===== src/rtl/mem_port_arbiter_if.sv =====
// rtl/mem_port_arbiter_if.sv - two requester ports plus single-port memory bus for mem_port_arbiter
interface mem_port_arbiter_if #(
    parameter int AW = 32,
    parameter int DW = 32
);
    logic          m0_req;
    logic          m0_we;
    logic [AW-1:0] m0_addr;
    logic [DW-1:0] m0_wdata;
    logic          m0_gnt;
    logic          m0_rvalid;
    logic [DW-1:0] m0_rdata;

    logic          m1_req;
    logic          m1_we;
    logic [AW-1:0] m1_addr;
    logic [DW-1:0] m1_wdata;
    logic          m1_gnt;
    logic          m1_rvalid;
    logic [DW-1:0] m1_rdata;

    logic [AW-1:0] mem_address;
    logic [DW-1:0] mem_data_out;
    logic          mem_we;
    logic [DW-1:0] mem_data_in;

    // Arbiter side
    modport slave (
        input  m0_req, m0_we, m0_addr, m0_wdata,
        output m0_gnt, m0_rvalid, m0_rdata,
        input  m1_req, m1_we, m1_addr, m1_wdata,
        output m1_gnt, m1_rvalid, m1_rdata,
        output mem_address, mem_data_out, mem_we,
        input  mem_data_in
    );

    // Requester / memory-model side
    modport master (
        output m0_req, m0_we, m0_addr, m0_wdata,
        input  m0_gnt, m0_rvalid, m0_rdata,
        output m1_req, m1_we, m1_addr, m1_wdata,
        input  m1_gnt, m1_rvalid, m1_rdata,
        input  mem_address, mem_data_out, mem_we,
        output mem_data_in
    );
endinterface


===== src/rtl/mem_port_arbiter.sv =====
// rtl/mem_port_arbiter.sv - two-port arbiter onto single-port memory (round-robin; MEM_ARB_FIXED_PRIORITY_EN gives port 0 fixed priority)
module mem_port_arbiter #(
    parameter int AW           = 32,
    parameter int DW           = 32,
    parameter int READ_LATENCY = 1
) (
    input  logic                clk,
    input  logic                resetn,
    mem_port_arbiter_if.slave   bus
);
    localparam int CW = (READ_LATENCY < 2) ? 1 : $clog2(READ_LATENCY + 1);

    typedef enum logic [1:0] {IDLE, ISSUE, WAIT} state_t;

    state_t        state, state_n;
    logic [CW-1:0] cnt, cnt_n;
    logic          sel, sel_n;
    logic          wr, wr_n;
    logic          pick;
    logic [AW-1:0] addr_n;
    logic [DW-1:0] data_n;
    logic          we_n;
    logic          g0_n, g1_n, v0_n, v1_n;
    logic [DW-1:0] rd0_n, rd1_n;
`ifndef MEM_ARB_FIXED_PRIORITY_EN
    logic          last_grant, last_grant_n;
`endif

    // Next-state and next-output computation; requests are looked at only in IDLE
    always_comb begin
        state_n = state;
        cnt_n   = cnt;
        sel_n   = sel;
        wr_n    = wr;
        addr_n  = bus.mem_address;
        data_n  = bus.mem_data_out;
        we_n    = 1'b0;
        g0_n    = 1'b0;
        g1_n    = 1'b0;
        v0_n    = 1'b0;
        v1_n    = 1'b0;
        rd0_n   = bus.m0_rdata;
        rd1_n   = bus.m1_rdata;
`ifdef MEM_ARB_FIXED_PRIORITY_EN
        // Port 0 always wins a tie; port 1 only when port 0 is quiet
        pick = !bus.m0_req;
`else
        last_grant_n = last_grant;
        // Tie goes to the port that did not win last time
        pick = (bus.m0_req && bus.m1_req) ? ~last_grant : bus.m1_req;
`endif
        case (state)
            IDLE: begin
                if (bus.m0_req || bus.m1_req) begin
                    sel_n  = pick;
                    wr_n   = pick ? bus.m1_we    : bus.m0_we;
                    addr_n = pick ? bus.m1_addr  : bus.m0_addr;
                    data_n = pick ? bus.m1_wdata : bus.m0_wdata;
                    we_n   = wr_n;
                    g0_n   = !pick;
                    g1_n   = pick;
`ifndef MEM_ARB_FIXED_PRIORITY_EN
                    last_grant_n = pick;
`endif
                    state_n = ISSUE;
                end
            end
            ISSUE: begin
                cnt_n   = CW'(READ_LATENCY);
                state_n = WAIT;
            end
            WAIT: begin
                if (cnt == CW'(1)) begin
                    if (!wr) begin
                        if (sel) begin
                            v1_n  = 1'b1;
                            rd1_n = bus.mem_data_in;
                        end else begin
                            v0_n  = 1'b1;
                            rd0_n = bus.mem_data_in;
                        end
                    end
                    state_n = IDLE;
                end else begin
                    cnt_n = cnt - 1'b1;
                end
            end
            default: state_n = IDLE;
        endcase
    end

    // State and registered outputs; reset aborts any transaction in flight
    always_ff @(posedge clk) begin
        if (!resetn) begin
            state            <= IDLE;
            cnt              <= '0;
            sel              <= 1'b0;
            wr               <= 1'b0;
            bus.mem_address  <= '0;
            bus.mem_data_out <= '0;
            bus.mem_we       <= 1'b0;
            bus.m0_gnt       <= 1'b0;
            bus.m1_gnt       <= 1'b0;
            bus.m0_rvalid    <= 1'b0;
            bus.m1_rvalid    <= 1'b0;
            bus.m0_rdata     <= '0;
            bus.m1_rdata     <= '0;
`ifndef MEM_ARB_FIXED_PRIORITY_EN
            last_grant       <= 1'b1;
`endif
        end else begin
            state            <= state_n;
            cnt              <= cnt_n;
            sel              <= sel_n;
            wr               <= wr_n;
            bus.mem_address  <= addr_n;
            bus.mem_data_out <= data_n;
            bus.mem_we       <= we_n;
            bus.m0_gnt       <= g0_n;
            bus.m1_gnt       <= g1_n;
            bus.m0_rvalid    <= v0_n;
            bus.m1_rvalid    <= v1_n;
            bus.m0_rdata     <= rd0_n;
            bus.m1_rdata     <= rd1_n;
`ifndef MEM_ARB_FIXED_PRIORITY_EN
            last_grant       <= last_grant_n;
`endif
        end
    end
endmodule


===== src/flat_wrapper.sv =====
// flat-port wrapper written by rule: the top's interface ports become plain ports
module mem_port_arbiter_flat 
#(
    parameter int AW           = 32,
    parameter int DW           = 32,
    parameter int READ_LATENCY = 1
)
  (clk, resetn, bus_m0_req, bus_m0_we, bus_m0_addr, bus_m0_wdata, bus_m0_gnt, bus_m0_rvalid, bus_m0_rdata, bus_m1_req, bus_m1_we, bus_m1_addr, bus_m1_wdata, bus_m1_gnt, bus_m1_rvalid, bus_m1_rdata, bus_mem_address, bus_mem_data_out, bus_mem_we, bus_mem_data_in);
  mem_port_arbiter_if #(.AW(AW), .DW(DW)) bus_i ();
  input  logic clk;
  input  logic resetn;
  input wire logic [$bits(bus_i.m0_req)-1:0] bus_m0_req;
  input wire logic [$bits(bus_i.m0_we)-1:0] bus_m0_we;
  input wire logic [$bits(bus_i.m0_addr)-1:0] bus_m0_addr;
  input wire logic [$bits(bus_i.m0_wdata)-1:0] bus_m0_wdata;
  output wire logic [$bits(bus_i.m0_gnt)-1:0] bus_m0_gnt;
  output wire logic [$bits(bus_i.m0_rvalid)-1:0] bus_m0_rvalid;
  output wire logic [$bits(bus_i.m0_rdata)-1:0] bus_m0_rdata;
  input wire logic [$bits(bus_i.m1_req)-1:0] bus_m1_req;
  input wire logic [$bits(bus_i.m1_we)-1:0] bus_m1_we;
  input wire logic [$bits(bus_i.m1_addr)-1:0] bus_m1_addr;
  input wire logic [$bits(bus_i.m1_wdata)-1:0] bus_m1_wdata;
  output wire logic [$bits(bus_i.m1_gnt)-1:0] bus_m1_gnt;
  output wire logic [$bits(bus_i.m1_rvalid)-1:0] bus_m1_rvalid;
  output wire logic [$bits(bus_i.m1_rdata)-1:0] bus_m1_rdata;
  output wire logic [$bits(bus_i.mem_address)-1:0] bus_mem_address;
  output wire logic [$bits(bus_i.mem_data_out)-1:0] bus_mem_data_out;
  output wire logic [$bits(bus_i.mem_we)-1:0] bus_mem_we;
  input wire logic [$bits(bus_i.mem_data_in)-1:0] bus_mem_data_in;
  assign bus_i.m0_req = bus_m0_req;
  assign bus_i.m0_we = bus_m0_we;
  assign bus_i.m0_addr = bus_m0_addr;
  assign bus_i.m0_wdata = bus_m0_wdata;
  assign bus_m0_gnt = bus_i.m0_gnt;
  assign bus_m0_rvalid = bus_i.m0_rvalid;
  assign bus_m0_rdata = bus_i.m0_rdata;
  assign bus_i.m1_req = bus_m1_req;
  assign bus_i.m1_we = bus_m1_we;
  assign bus_i.m1_addr = bus_m1_addr;
  assign bus_i.m1_wdata = bus_m1_wdata;
  assign bus_m1_gnt = bus_i.m1_gnt;
  assign bus_m1_rvalid = bus_i.m1_rvalid;
  assign bus_m1_rdata = bus_i.m1_rdata;
  assign bus_mem_address = bus_i.mem_address;
  assign bus_mem_data_out = bus_i.mem_data_out;
  assign bus_mem_we = bus_i.mem_we;
  assign bus_i.mem_data_in = bus_mem_data_in;
  mem_port_arbiter #(.AW(AW), .DW(DW), .READ_LATENCY(READ_LATENCY)) u_core (.clk(clk), .resetn(resetn), .bus(bus_i));
endmodule

===== config.mk =====
export PLATFORM = sky130hd
export DESIGN_NAME = mem_port_arbiter_flat
export DESIGN_NICKNAME = d
export VERILOG_FILES = /design/src/rtl/mem_port_arbiter_if.sv /design/src/rtl/mem_port_arbiter.sv /design/src/flat_wrapper.sv
export SDC_FILE = /design/constraint.sdc
export NUM_CORES = 1
export LEC_CHECK = 0
export CORE_MARGIN = 2
export CORE_UTILIZATION = 41
export DETAILED_ROUTE_END_ITERATION = 8
export HOLD_SLACK_MARGIN = 0.15
export PLACE_DENSITY = 0.85
export SKIP_CTS_REPAIR_TIMING = 1
export SYNTH_ARGS = -nofsm -noshare
export SYNTH_HDL_FRONTEND = slang
export SYNTH_SLANG_ARGS = --single-unit

===== constraint.sdc =====
create_clock -name clk -period 3.2 [get_ports clk]
set_clock_uncertainty 0.2 [all_clocks]
set_input_delay 0.64 -clock clk [delete_from_list [all_inputs] [get_ports clk]]
set_output_delay 0.64 -clock clk [all_outputs]
set_load 0.005 [all_outputs]

==> reports/metrics.cfg <==
[outcome]
status=completed

[yosys]
syn-num-nets=824
ys.flop_type=dfxtp_1
synth.distinct_cells=25
yosysWarningCount=0
synth_largest_area_cell=dfxtp_1
async_flop_share_pct=0
synthCells=654
synth_common_cells=dfxtp_1, a21oi_1, o21ai_0, nand2_1, nand3_1
synth_edf_count=0
ys_seq_elements=139
seq_area_frac_synth_pct=52.9
synth_top_area_share_pct=52.9
synth_area_leaders=dfxtp_1, a21oi_1, o21ai_0
yosysMostFrequentCell=dfxtp_1
syn_area_sq_um=5260
syn-mean-instance-area_sq_um=8.04

[detailed_routing]
vias=5710
wl_per_cell_um=16.4
drt_iter0_markers=442
dr.pass1.iters=7
drc=0
drtAntennaViolNets=0
drt_wl_total_um=18100
vias_per_cell=5.16

[clocking]
clk_pin_slew_ns=0.06
htreeDepth=4
cts_made_buffers=17
clk_latency_ns=0.42
clock_sinks=139
cts-root-buf=clkbuf_16
cts_tree=yes
cts_max_path_buffers=2

[power]
p_leak_nw=3.39
vdd_drop_max_mv=0.446
powerDensity_nw_per_um2=671
fin_total_pwr_mw=6.00

[setup_path]
end_kind=flop
crit_required_ns=3.29
crit_path_top_delay_cell=nand4bb_2
crit_chain=inv_1, ha_1, nand4bb_2, buf_4, nand3_1, o21ai_0
cpLargestDelayFamily=simple AND/OR/NAND/NOR gates
slowest_delay_ns=0.65
crit_type=reg2reg
cp_max_fo=34
start_kind=flop
worst-path-stages=6
arrival_ns=2.44
reg2reg_depth=6
path_buf_inv=2

[global_routing]
grt_pass1_wl_um=27200
grt_use_total_pct=25.8
grt_pass1_vias=5417
grt_max_degree=73
grt_overflow=0
antenna_found_initial=0

[timing]
tightest_slew_ns=0.790
period_minus_slack_ns=2.36
slew_violations=0
fin_crit_sh_pct=73.6
fin_tns_setup_ns=0
fin_ws_ns=0.845
setup_viol=0
max_clock_freq_mhz=425
rsz0062_at_grt=no
relSlewSlack_pct=47.3
hold_slack_ns=0.256
final_hold_viol_count=0

[finish]
nNetsFinal=1091
drive_above_1_share_pct=5.03
fill_cells=978
diodes=0
final_core_util_pct=71.1
areaGrowthSynthToFinish_pct=69.9

[place]
hpwl_um=12600
port_buffers=298
dp_slack_ns=0.618
gp_congestion=0.866

[die]
die_area_sq_um=13800
start_util_pct=41.9
die_y_um=117
ios=299
rows=41
die_x_um=117
core_sq_um=12600

[hold_path]
whs_path_depth=2
hp-class=reg2reg

[run]
cap_viol_max_count=0

-- registers in the layout, indices dropped and copies added, names as in the netlist --
signal	count
u_core.bus.m0_rdata	32
u_core.bus.m1_rdata	32
u_core.bus.mem_address	32
u_core.bus.mem_data_out	32
u_core.state	2
u_core.bus.m0_gnt	1
u_core.bus.m0_rvalid	1
u_core.bus.m1_gnt	1
u_core.bus.m1_rvalid	1
u_core.bus.mem_we	1
u_core.cnt	1
u_core.last_grant	1
u_core.sel	1
u_core.wr	1
-- per-stage QoR --
stage                     std cells  instance area (sq um)
after global routing           1106                   8940
after floorplan                 654                   5260
after CTS                      1106                   8940
after detailed placement       1074                   8350
final                          1106                   8940
after global placement         1074                   8350
-- layout by cell type, fill, tap and decap left out --
cell type / instances
nor2_1: 8
nand2_1: 101
o21ai_0: 102
mux2i_1: 2
clkbuf_1: 1
dfxtp_1: 139
a32oi_1: 1
bufinv_16: 2
a21boi_4: 1
nand2b_1: 1
nor2b_1: 1
o21ai_1: 28
clkbuf_8: 1
inv_6: 2
nor3_1: 1
o21ai_4: 1
ha_1: 4
nand3_1: 65
a22oi_1: 1
a21oi_1: 130
inv_1: 3
clkinvlp_4: 2
clkbuf_16: 17
buf_4: 6
a21bo_2: 1
clkdlybuf4s50_1: 297
o21a_2: 1
buf_12: 5
clkinv_2: 3
nand4b_1: 1
nand4bb_2: 1
clkinv_4: 4
and3_1: 1
-- final timing paths --
path	start	to	slack [ns]
worst min-delay path	u_core.bus.m1_rdata[22]$_SDFFE_PN0P_	u_core.bus.m1_rdata[22]$_SDFFE_PN0P_	0.26
worst min register to register	u_core.bus.m1_rdata[22]$_SDFFE_PN0P_	u_core.bus.m1_rdata[22]$_SDFFE_PN0P_	0.26
worst max-delay path	u_core.state[0]$_SDFFE_PN0P_	u_core.bus.m0_rdata[14]$_SDFFE_PN0P_	0.84
worst max register to register	u_core.state[0]$_SDFFE_PN0P_	u_core.bus.m0_rdata[14]$_SDFFE_PN0P_	0.84
-- cell type report --
type / instances / area [sq um] / share of cell area, %
multi-input combinational: 452 / 2220 / 24.9
inverter: 3 / 11.3 / 0.126
sequential: 139 / 2780 / 31.1
tap: 172 / 215 / 2.41
clock inverter: 13 / 143 / 1.60
timing repair buffer: 308 / 3120 / 34.9
clock buffer: 19 / 443 / 4.96
-- kinds of logic after synthesis --
kind of cell | share of synthesized area [%]
AO/OA/AOI/OAI | 25.7
AND/OR/NAND/NOR | 14.8
flip-flops | 52.9
buffers and inverters | 5.28
adder cells (fa/ha/maj) | 0.951
multiplexers | 0.381
-- metal layers --
metal | global-route usage [%] | share of wire, %
met5 | 0 | 0
met4 | 10.7 | 2.6
met3 | 9.11 | 8.4
met2 | 44.4 | 50
met1 | 29.1 | 39
-- where the power goes --
group          switching, mW  internal (mW)
clock network          0.767           1.17
logic                  0.874          0.968
registers              0.172           2.04
total                   1.81           4.19
-- tightest hold or removal path: cells and delay by family, from the launching register on --
kind / cells / cell delay, ns
flip-flops: 1 / 0.31
AND/OR/NAND/NOR: 1 / 0.05
AO/OA/AOI/OAI: 1 / 0.05
No activity file was read; power rests on OpenSTA's default activity.
